### config.mk
export PLATFORM = sky130hd
export DESIGN_NAME = tournament_grant_ctrl
export DESIGN_NICKNAME = d
export VERILOG_FILES = /design/src/rtl/tournament_grant_ctrl_pkg.sv /design/src/rtl/tournament_grant_ctrl_pick.sv /design/src/rtl/tournament_grant_ctrl.sv
export SDC_FILE = /design/constraint.sdc
export NUM_CORES = 1
export LEC_CHECK = 0
export CAP_MARGIN = 10
export CELL_PAD_IN_SITES_DETAIL_PLACEMENT = 0
export CELL_PAD_IN_SITES_GLOBAL_PLACEMENT = 1
export CORE_UTILIZATION = 30
export CTS_CLUSTER_DIAMETER = 40
export DETAILED_ROUTE_END_ITERATION = 8
export PLACE_DENSITY_LB_ADDON = 0.25
export SLEW_MARGIN = 5
export SYNTH_ARGS = -nofsm -noshare
export SYNTH_HDL_FRONTEND = slang
export SYNTH_SLANG_ARGS = --single-unit
### constraint.sdc
create_clock -name clock -period 2.3 [get_ports clock]
set_input_delay 0.23 -clock clock [delete_from_list [all_inputs] [get_ports clock]]
set_output_delay 0.23 -clock clock [all_outputs]
set_load 0.01 [all_outputs]
### src/rtl/tournament_grant_ctrl_pkg.sv
// +----------------------------------------------------------------------------+
// | Module   : pkg_bram_if                                                      |
// | Purpose  : Shared types and sizes for the tournament grant controller.      |
// | Revision : 1.0 - initial release                                            |
// +----------------------------------------------------------------------------+
`default_nettype none

package pkg_bram_if;

    localparam int NUM_REQ     = 4;
    localparam int WIDTH_UNITS = 7;

    typedef enum logic [1:0] {
        IDLE    = 2'd0,
        GRANT   = 2'd1,
        HOLD    = 2'd2,
        RELEASE = 2'd3
    } state_t;

endpackage

`default_nettype wire

### src/rtl/tournament_grant_ctrl_pick.sv
// +----------------------------------------------------------------------------+
// | Module   : PriorityPick                                                     |
// | Purpose  : Combinational lowest-set-bit one-hot picker.                     |
// | Revision : 1.0 - initial release                                            |
// +----------------------------------------------------------------------------+
`default_nettype none

module PriorityPick #(
    parameter int N = 4
) (
    input  logic [N-1:0] cand,
    output logic [N-1:0] pick
);

    // Two's-complement trick isolates the least significant set bit.
    assign pick = cand & (~cand + {{(N-1){1'b0}}, 1'b1});

endmodule

`default_nettype wire

### src/rtl/tournament_grant_ctrl.sv
// +----------------------------------------------------------------------------+
// | Module   : tournament_grant_ctrl                                            |
// | Purpose  : Registered grant/hold/release controller behind the tournament   |
// |            selector. Optional forced release: TOURNAMENT_GRANT_TIMEOUT_EN.  |
// | Revision : 1.0 - initial release                                            |
// +----------------------------------------------------------------------------+
`default_nettype none

module tournament_grant_ctrl #(
    parameter int NUM_REQ  = pkg_bram_if::NUM_REQ,
    parameter int HOLD_MAX = 16,
    parameter int WHOLD    = $clog2(HOLD_MAX) + 1
) (
    input  logic                            clock,
    input  logic                            reset,
    input  logic                            I_Valid,
    input  logic [NUM_REQ-1:0]              I_Win,
    input  logic [pkg_bram_if::WIDTH_UNITS:0] I_Entry,
    input  logic [NUM_REQ-1:0]              I_Req,
    input  logic [NUM_REQ-1:0]              I_Release,
    output logic [NUM_REQ-1:0]              O_Grant,
    output logic [pkg_bram_if::WIDTH_UNITS:0] O_Entry,
    output logic                            O_Busy,
    output logic                            O_Timeout
);

    import pkg_bram_if::*;

    localparam logic [WHOLD-1:0] c_hold_max = WHOLD'(HOLD_MAX);

    state_t                 r_state, w_state_n;
    logic [NUM_REQ-1:0]     r_owner, w_owner_n;
    logic [WHOLD-1:0]       r_cnt, w_cnt_n;
    logic                   r_rel_pend, w_rel_pend_n;
    logic [WIDTH_UNITS:0]   w_entry_n;
    logic [NUM_REQ-1:0]     w_grant_n;
    logic                   w_busy_n, w_timeout_n;
    logic [NUM_REQ-1:0]     w_cand, w_pick;
    logic                   w_owner_rel, w_owner_drop;

    assign w_cand       = I_Win & I_Req;
    assign w_owner_rel  = |(I_Release & r_owner);
    assign w_owner_drop = ~|(I_Req & r_owner);

    PriorityPick #(.N(NUM_REQ)) u_pick (
        .cand (w_cand),
        .pick (w_pick)
    );

    always_comb begin
        w_state_n    = r_state;
        w_owner_n    = r_owner;
        w_cnt_n      = r_cnt;
        w_rel_pend_n = 1'b0;
        w_entry_n    = O_Entry;
        w_timeout_n  = 1'b0;
        unique case (r_state)
            IDLE: begin
                if (I_Valid && (|w_cand)) begin
                    w_state_n = GRANT;
                    w_owner_n = w_pick;
                    w_entry_n = I_Entry;
                    w_cnt_n   = '0;
                end
            end
            GRANT: begin
                w_state_n    = HOLD;
                w_cnt_n      = {{(WHOLD-1){1'b0}}, 1'b1};
                // A release pulse during GRANT is carried into the first HOLD decision.
                w_rel_pend_n = w_owner_rel;
            end
            HOLD: begin
                if (r_cnt != c_hold_max)
                    w_cnt_n = r_cnt + {{(WHOLD-1){1'b0}}, 1'b1};
                if (w_owner_rel || w_owner_drop || r_rel_pend) begin
                    w_state_n = RELEASE;
`ifdef TOURNAMENT_GRANT_TIMEOUT_EN
                end else if (r_cnt == c_hold_max) begin
                    w_state_n   = RELEASE;
                    w_timeout_n = 1'b1;
`endif
                end
            end
            RELEASE: begin
                w_state_n = IDLE;
            end
            default: begin
                w_state_n = IDLE;
            end
        endcase
        w_busy_n  = (w_state_n == GRANT) || (w_state_n == HOLD);
        w_grant_n = w_busy_n ? w_owner_n : '0;
    end

    always_ff @(posedge clock) begin
        if (reset) begin
            r_state    <= IDLE;
            r_owner    <= '0;
            r_cnt      <= '0;
            r_rel_pend <= 1'b0;
            O_Grant    <= '0;
            O_Entry    <= '0;
            O_Busy     <= 1'b0;
            O_Timeout  <= 1'b0;
        end else begin
            r_state    <= w_state_n;
            r_owner    <= w_owner_n;
            r_cnt      <= w_cnt_n;
            r_rel_pend <= w_rel_pend_n;
            O_Grant    <= w_grant_n;
            O_Entry    <= w_entry_n;
            O_Busy     <= w_busy_n;
            O_Timeout  <= w_timeout_n;
        end
    end

endmodule

`default_nettype wire

---- Yosys cells after proc, flatten, opt, wreduce, memory -nomap -nowiden ----
Cells that the tools add are included.
storage, ports and cells
  bits in registers ....................... 20
  input bits .............................. 23
  output and inout port bits .............. 14
  logic and storage cells ................. 36
cells by class
  $add $sub $neg .......................... 1
  equal/unequal tests ..................... 5
  multiplexer cells ....................... 5
  bitwise logic cells ..................... 7
  reductions and logical operators ........ 12
operators by type and width
  cell                                            count
  bitwise AND 4 bit                               4
  OR reduction 4 bit                              3
  two-way mux 4 bit                               2
  case mux 2 bit (4 select lines)                 1
  == test 2 bit (second input constant)           3
  adder 4 x 1 -> 4 bit (second input constant)    1
  == test 2 x 1 -> 1 bit (second input constant)  2
  two-way mux 2 bit                               2
  inverter 4 bit                                  1
  OR reduction 2 bit                              2
  logical OR 1 bit                                3
  logical NOT 2 bit                               1
  inverter 1 bit                                  2
  AND reduction 2 bit                             1
  logical AND 1 bit                               1
  logical NOT 1 bit                               1

---- Longest topological paths before layout ----
  word-level depth ........................ 11
  gate-level depth with buffers ........... 8
  depth with buffers taken out ............ 7

---- Modules after synthesis ----
A second synthesis with hierarchy kept.
unflattened totals
  cells, all modules ...................... 94
  area, all modules ....................... 949.7 um^2
by module, submodules not included
  module                 times used  cells an instance  area an instance (um^2)  sequential area each (um^2)
  tournament_grant_ctrl  1           90                 913.4                    400.4
  PriorityPick           1           4                  36.3                     0.0

---- Least setup slack after synthesis ----
OpenSTA, ideal clock, no wires.
  kind .................................... register to register
  start point ............................. register r_state[0]
  end point ............................... register O_Grant[0]
  library setup time ...................... 0.130 ns
  arrival time ............................ 1.507 ns
  data required time ...................... 2.170 ns
  path slack .............................. 0.663 ns
  stages on the path, launching flop included .. 7
  path buffers ............................ 0
  clock period less this slack ............ 1.637 ns
  cells stage by stage .................... dfxtp_1 inv_1 ha_1 nand2b_1 and3b_1 a2111oi_4 nor2b_1
between the ends
  word-level cells in the longest chain between the ends .. 6
  elaborated cells on any way between the ends .. 13
  those cells by class .................... 5 x eq/ne; 4 x mux; 1 x bitwise; 3 x reduce/logical
RTL lines
  item                                                     RTL line                      source
  from (decl)                                              tournament_grant_ctrl.sv:31   state_t r_state, w_state_n;
  from (signal assigned)                                   tournament_grant_ctrl.sv:106  r_state <= w_state_n;
  == test 2 bit, or another cell as far along              tournament_grant_ctrl.sv:57   unique case (r_state)
  case mux 2 bit (4 select lines) *                        tournament_grant_ctrl.sv:57
  named net w_state_n[1]                                   tournament_grant_ctrl.sv:31
  == test 2 x 1 -> 1 bit or == test 2 bit (tied branches)  tournament_grant_ctrl.sv:91   w_busy_n = (w_state_n == GRANT) || (w_state_n == HOLD);
  logical OR 1 bit *                                       tournament_grant_ctrl.sv:91
  inverter 1 bit (no line) *                               n/a
  OR reduction 2 bit (no line) *                           n/a
  to (signal assigned)                                     tournament_grant_ctrl.sv:110  O_Grant <= w_grant_n;
  to (decl)                                                tournament_grant_ctrl.sv:21   output logic [NUM_REQ-1:0] O_Grant,
The timed path passes the listed nets; every way through them passes the cells marked *.
A chain may end at the register's enable or synchronous reset.

---- Worst setup path in the final report ----
  start point ............................. input port I_Req[2]
  end point ............................... register O_Grant[2]
between the ends
  word-level cells in the longest chain between the ends .. 11
  elaborated cells on any way between the ends .. 21
  those cells by class .................... 1 x add/sub; 2 x eq/ne; 5 x mux; 5 x bitwise; 8 x reduce/logical
RTL lines
  item                                                     RTL line                     source
  from (decl)                                              tournament_grant_ctrl.sv:19  input logic [NUM_REQ-1:0] I_Req,
  bitwise AND 4 bit                                        tournament_grant_ctrl.sv:43  assign w_owner_drop = ~|(I_Req & r_owner);
  OR reduction 4 bit                                       tournament_grant_ctrl.sv:43
  logical NOT 1 bit                                        tournament_grant_ctrl.sv:43
  logical OR 1 bit (2 in a row)                            tournament_grant_ctrl.sv:75  if (w_owner_rel || w_owner_drop || r_rel_pend) begin
  two-way mux 2 bit                                        tournament_grant_ctrl.sv:75
  case mux 2 bit (4 select lines)                          tournament_grant_ctrl.sv:57
  == test 2 x 1 -> 1 bit or == test 2 bit (tied branches)  tournament_grant_ctrl.sv:91
  logical OR 1 bit                                         tournament_grant_ctrl.sv:91
  inverter 1 bit (no line)                                 n/a
  OR reduction 2 bit (no line)                             n/a
Several ways; a longest one is shown, not always the timed one.

==> out/qor.txt <==
Crit path from = I_Req[2]
Place WS = 111 ps
Max stage delay on crit path = 480 ps
Post-route insts no fill = 163
Finished Cell Area = 1350 sq um
Share of post-route cells with drive strength above 1 = 9.85%
Post-Syn Nets = 119
Worst reg2reg path depth = 6
TritonCTS Buffers = 3
Crit. End Element = flop
PwrDens = 984 nW/um^2
Final Max Slew Viols = 0
Max-cap viol count = 0
Reg2reg start = r_state[0]$_SDFF_PP0_
DR iter-0 viols = 33
Filler cell count = 295
Largest net degree at the start of global routing = 13
Initial antenna violation count = 0
Endpoints failing setup = 0
Worst setup margin = 452 ps
Static leakage = 0.507 nW
Critical-path maximum fanout = 5
Layout Utilization = 48.2%
H-tree depth = 1
Hpwl dp = 1640 um
Postcts setup bufs = 0
Register area share after synthesis = 44.4%
Die H = 56.8 um
Worst EP arrival = 2030 ps
Length of the first detailed-routing pass in iterations = 6
Fin. Hold Viols = 0
Status = finished with violations
PnR Total Power = 1.33 mW
Cell Rows = 19
Area of the multi-input gates = 472 sq um
Reg-to-Reg End = O_Grant[2]$_SDFF_PP0_
CTS hold repair buffers = 0
Synth warn = 0
Commonest non-fill, non-tap cell in the layout = clkdlybuf4s50_1
First-pass GRT wire length = 3510 um
Root Buffer = clkbuf_4
Cells after Synth = 92
WP data required = 2480 ps
CTS Sinks = 20
CTS tree = done
Core ar. = 2810 sq um
Actual slew at the worst max-slew pin = 548 ps
Routed WL per cell = 12.7 um
Clk buf depth = 2
Tmin final = 1850 ps
Synth cell types = 27
Gr usage total = 13.8%
Overflow after GRT = 0
Crit-path cells = clkdlybuf4s50_1, a222oi_1, a21boi_1, mux2i_1, a2111oi_4, nor2b_1
CP startpoint kind = primary input
Die area = 3230 sq um
Setup TNS = 0 ps
Chip width = 56.8 um
RSZ-0062 raised after global routing = false
Max-slew headroom = 63.5%
Dpl cell area = 1300 sq um
Post-cts resize count = 0
Placed Cells = 159
Seq cells post-synth = 20
Violated checks = design-rule violations
Clock Latency Late Sink = 290 ps
Reg2reg setup slack = 460 ps
Vias = 797
Clock transition at path regs = 110 ps
Placer congestion estimate = 0.754
Vias per inst = 4.89
Port buffer count = 35
Vias in the first global route = 840
Worst setup path endpoint = O_Grant[2]$_SDFF_PP0_
Fin crit share = 80.4%
Remaining DRCs = 11
Mapped Area = 902 sq um
CP max-delay cell = a2111oi_4
# nets final = 160
Syn avg cell area = 9.81 sq um
Maximum vdd drop = 0.399 mV
WL final = 2070 um
Fin Hold WS = 508 ps
Commonest cells after routing, fill and taps aside = clkdlybuf4s50_1, dfxtp_1, nor2_1
Crit Path Class = in -> reg
Top Ports = 37
Final ANT Viol Nets = 0
Flip-flop and latch area = 400 sq um
ANT cells = 0
P&R area growth vs syn = 49.8%
Hold crit path type = reg -> reg
Clock Skew = 3.58 ps
Max frequency = 541 MHz
Initial core utilization = 32.2%
power by group:
group / leakage (nW) / switching, mW / total (mW) / internal (mW)
registers: 0.163 / 0.0379 / 0.445 / 0.407
logic: 0.316 / 0.301 / 0.606 / 0.305
clock network: 0.0279 / 0.104 / 0.279 / 0.176
metal layers:
metal	part of all wire, %	global-route usage [%]	wire, um	vias up
li1	-	-	-	399
met1	44	15.7	913	362
met3	8.9	3.00	183	2
met2	46	25.3	959	34
met4	0.48	4.18	10	0
met5	0	0	0	-
worst min path at each step:
stage	startpoint	to	slack, ps	cells after the start
after floorplan	reset	r_owner[0]$_SDFF_PP0_	300	1
after global routing	I_Entry[5]	O_Entry[5]$_SDFFE_PP0P_	560	3
after detailed placement	O_Entry[4]$_SDFFE_PP0P_	O_Entry[4]$_SDFFE_PP0P_	490	2
final	O_Entry[0]$_SDFFE_PP0P_	O_Entry[0]$_SDFFE_PP0P_	510	2
after CTS	O_Entry[4]$_SDFFE_PP0P_	O_Entry[4]$_SDFFE_PP0P_	520	2
after global placement	O_Entry[3]$_SDFFE_PP0P_	O_Entry[3]$_SDFFE_PP0P_	470	2
logic make-up after synthesis:
kind of cell | count (synthesis) | share of synthesized area [%]
simple gates | 36 | 19.3
flops | 20 | 44.4
compound gates | 17 | 17.1
mux | 9 | 9.99
buf+inv | 5 | 3.33
fa+ha+maj | 4 | 5.55
other cells | 1 | 0.416
state kept, by name, summed over array words and instances (netlist names):
signal and count:
O_Busy 1, O_Entry 8, O_Grant 4, r_owner 4, r_rel_pend 1, r_state 2
critical path, delay by kind of cell:
kind / cells / cell delay, ps
multiplexers: 1 / 170
AND/OR/NAND/NOR: 1 / 80
buffers and inverters: 1 / 450
AO/OA/AOI/OAI: 3 / 1080
synthesized netlist by cell type, drive strengths merged:
cell type   n  share of area (%)
dfxtp      20                 44
nor2       14                5.8
mux2i       9                 10
nand2       7                2.9
a21oi       6                4.6
nor2b       5                3.5
ha          4                5.5
nand2b      4                2.8
a22oi       3                2.5
a211oi      2                1.7
buf         2                2.1
inv         2               0.83
nand4       2                1.4
a2111oi     1                3.1
a21boi      1               0.83
a221oi      1                1.7
a222oi      1                1.1
a22o        1               0.97
and3b       1               0.97
clkbuf      1               0.42
conb        1               0.42
nand3       1               0.55
nor3        1               0.55
nor3b       1               0.83
o22ai       1               0.69
layout make-up:
class                           instances  area share, %
Sequential cell                        20           29.6
Inverter                                2          0.556
Timing Repair Buffer                   39           28.1
Tap cell                               31           2.87
Multi-Input combinational cell         67           34.9
Clock inverter                          1           2.22
Clock buffer                            3           1.67
Note: power is estimated with default switching activity, not from simulation.
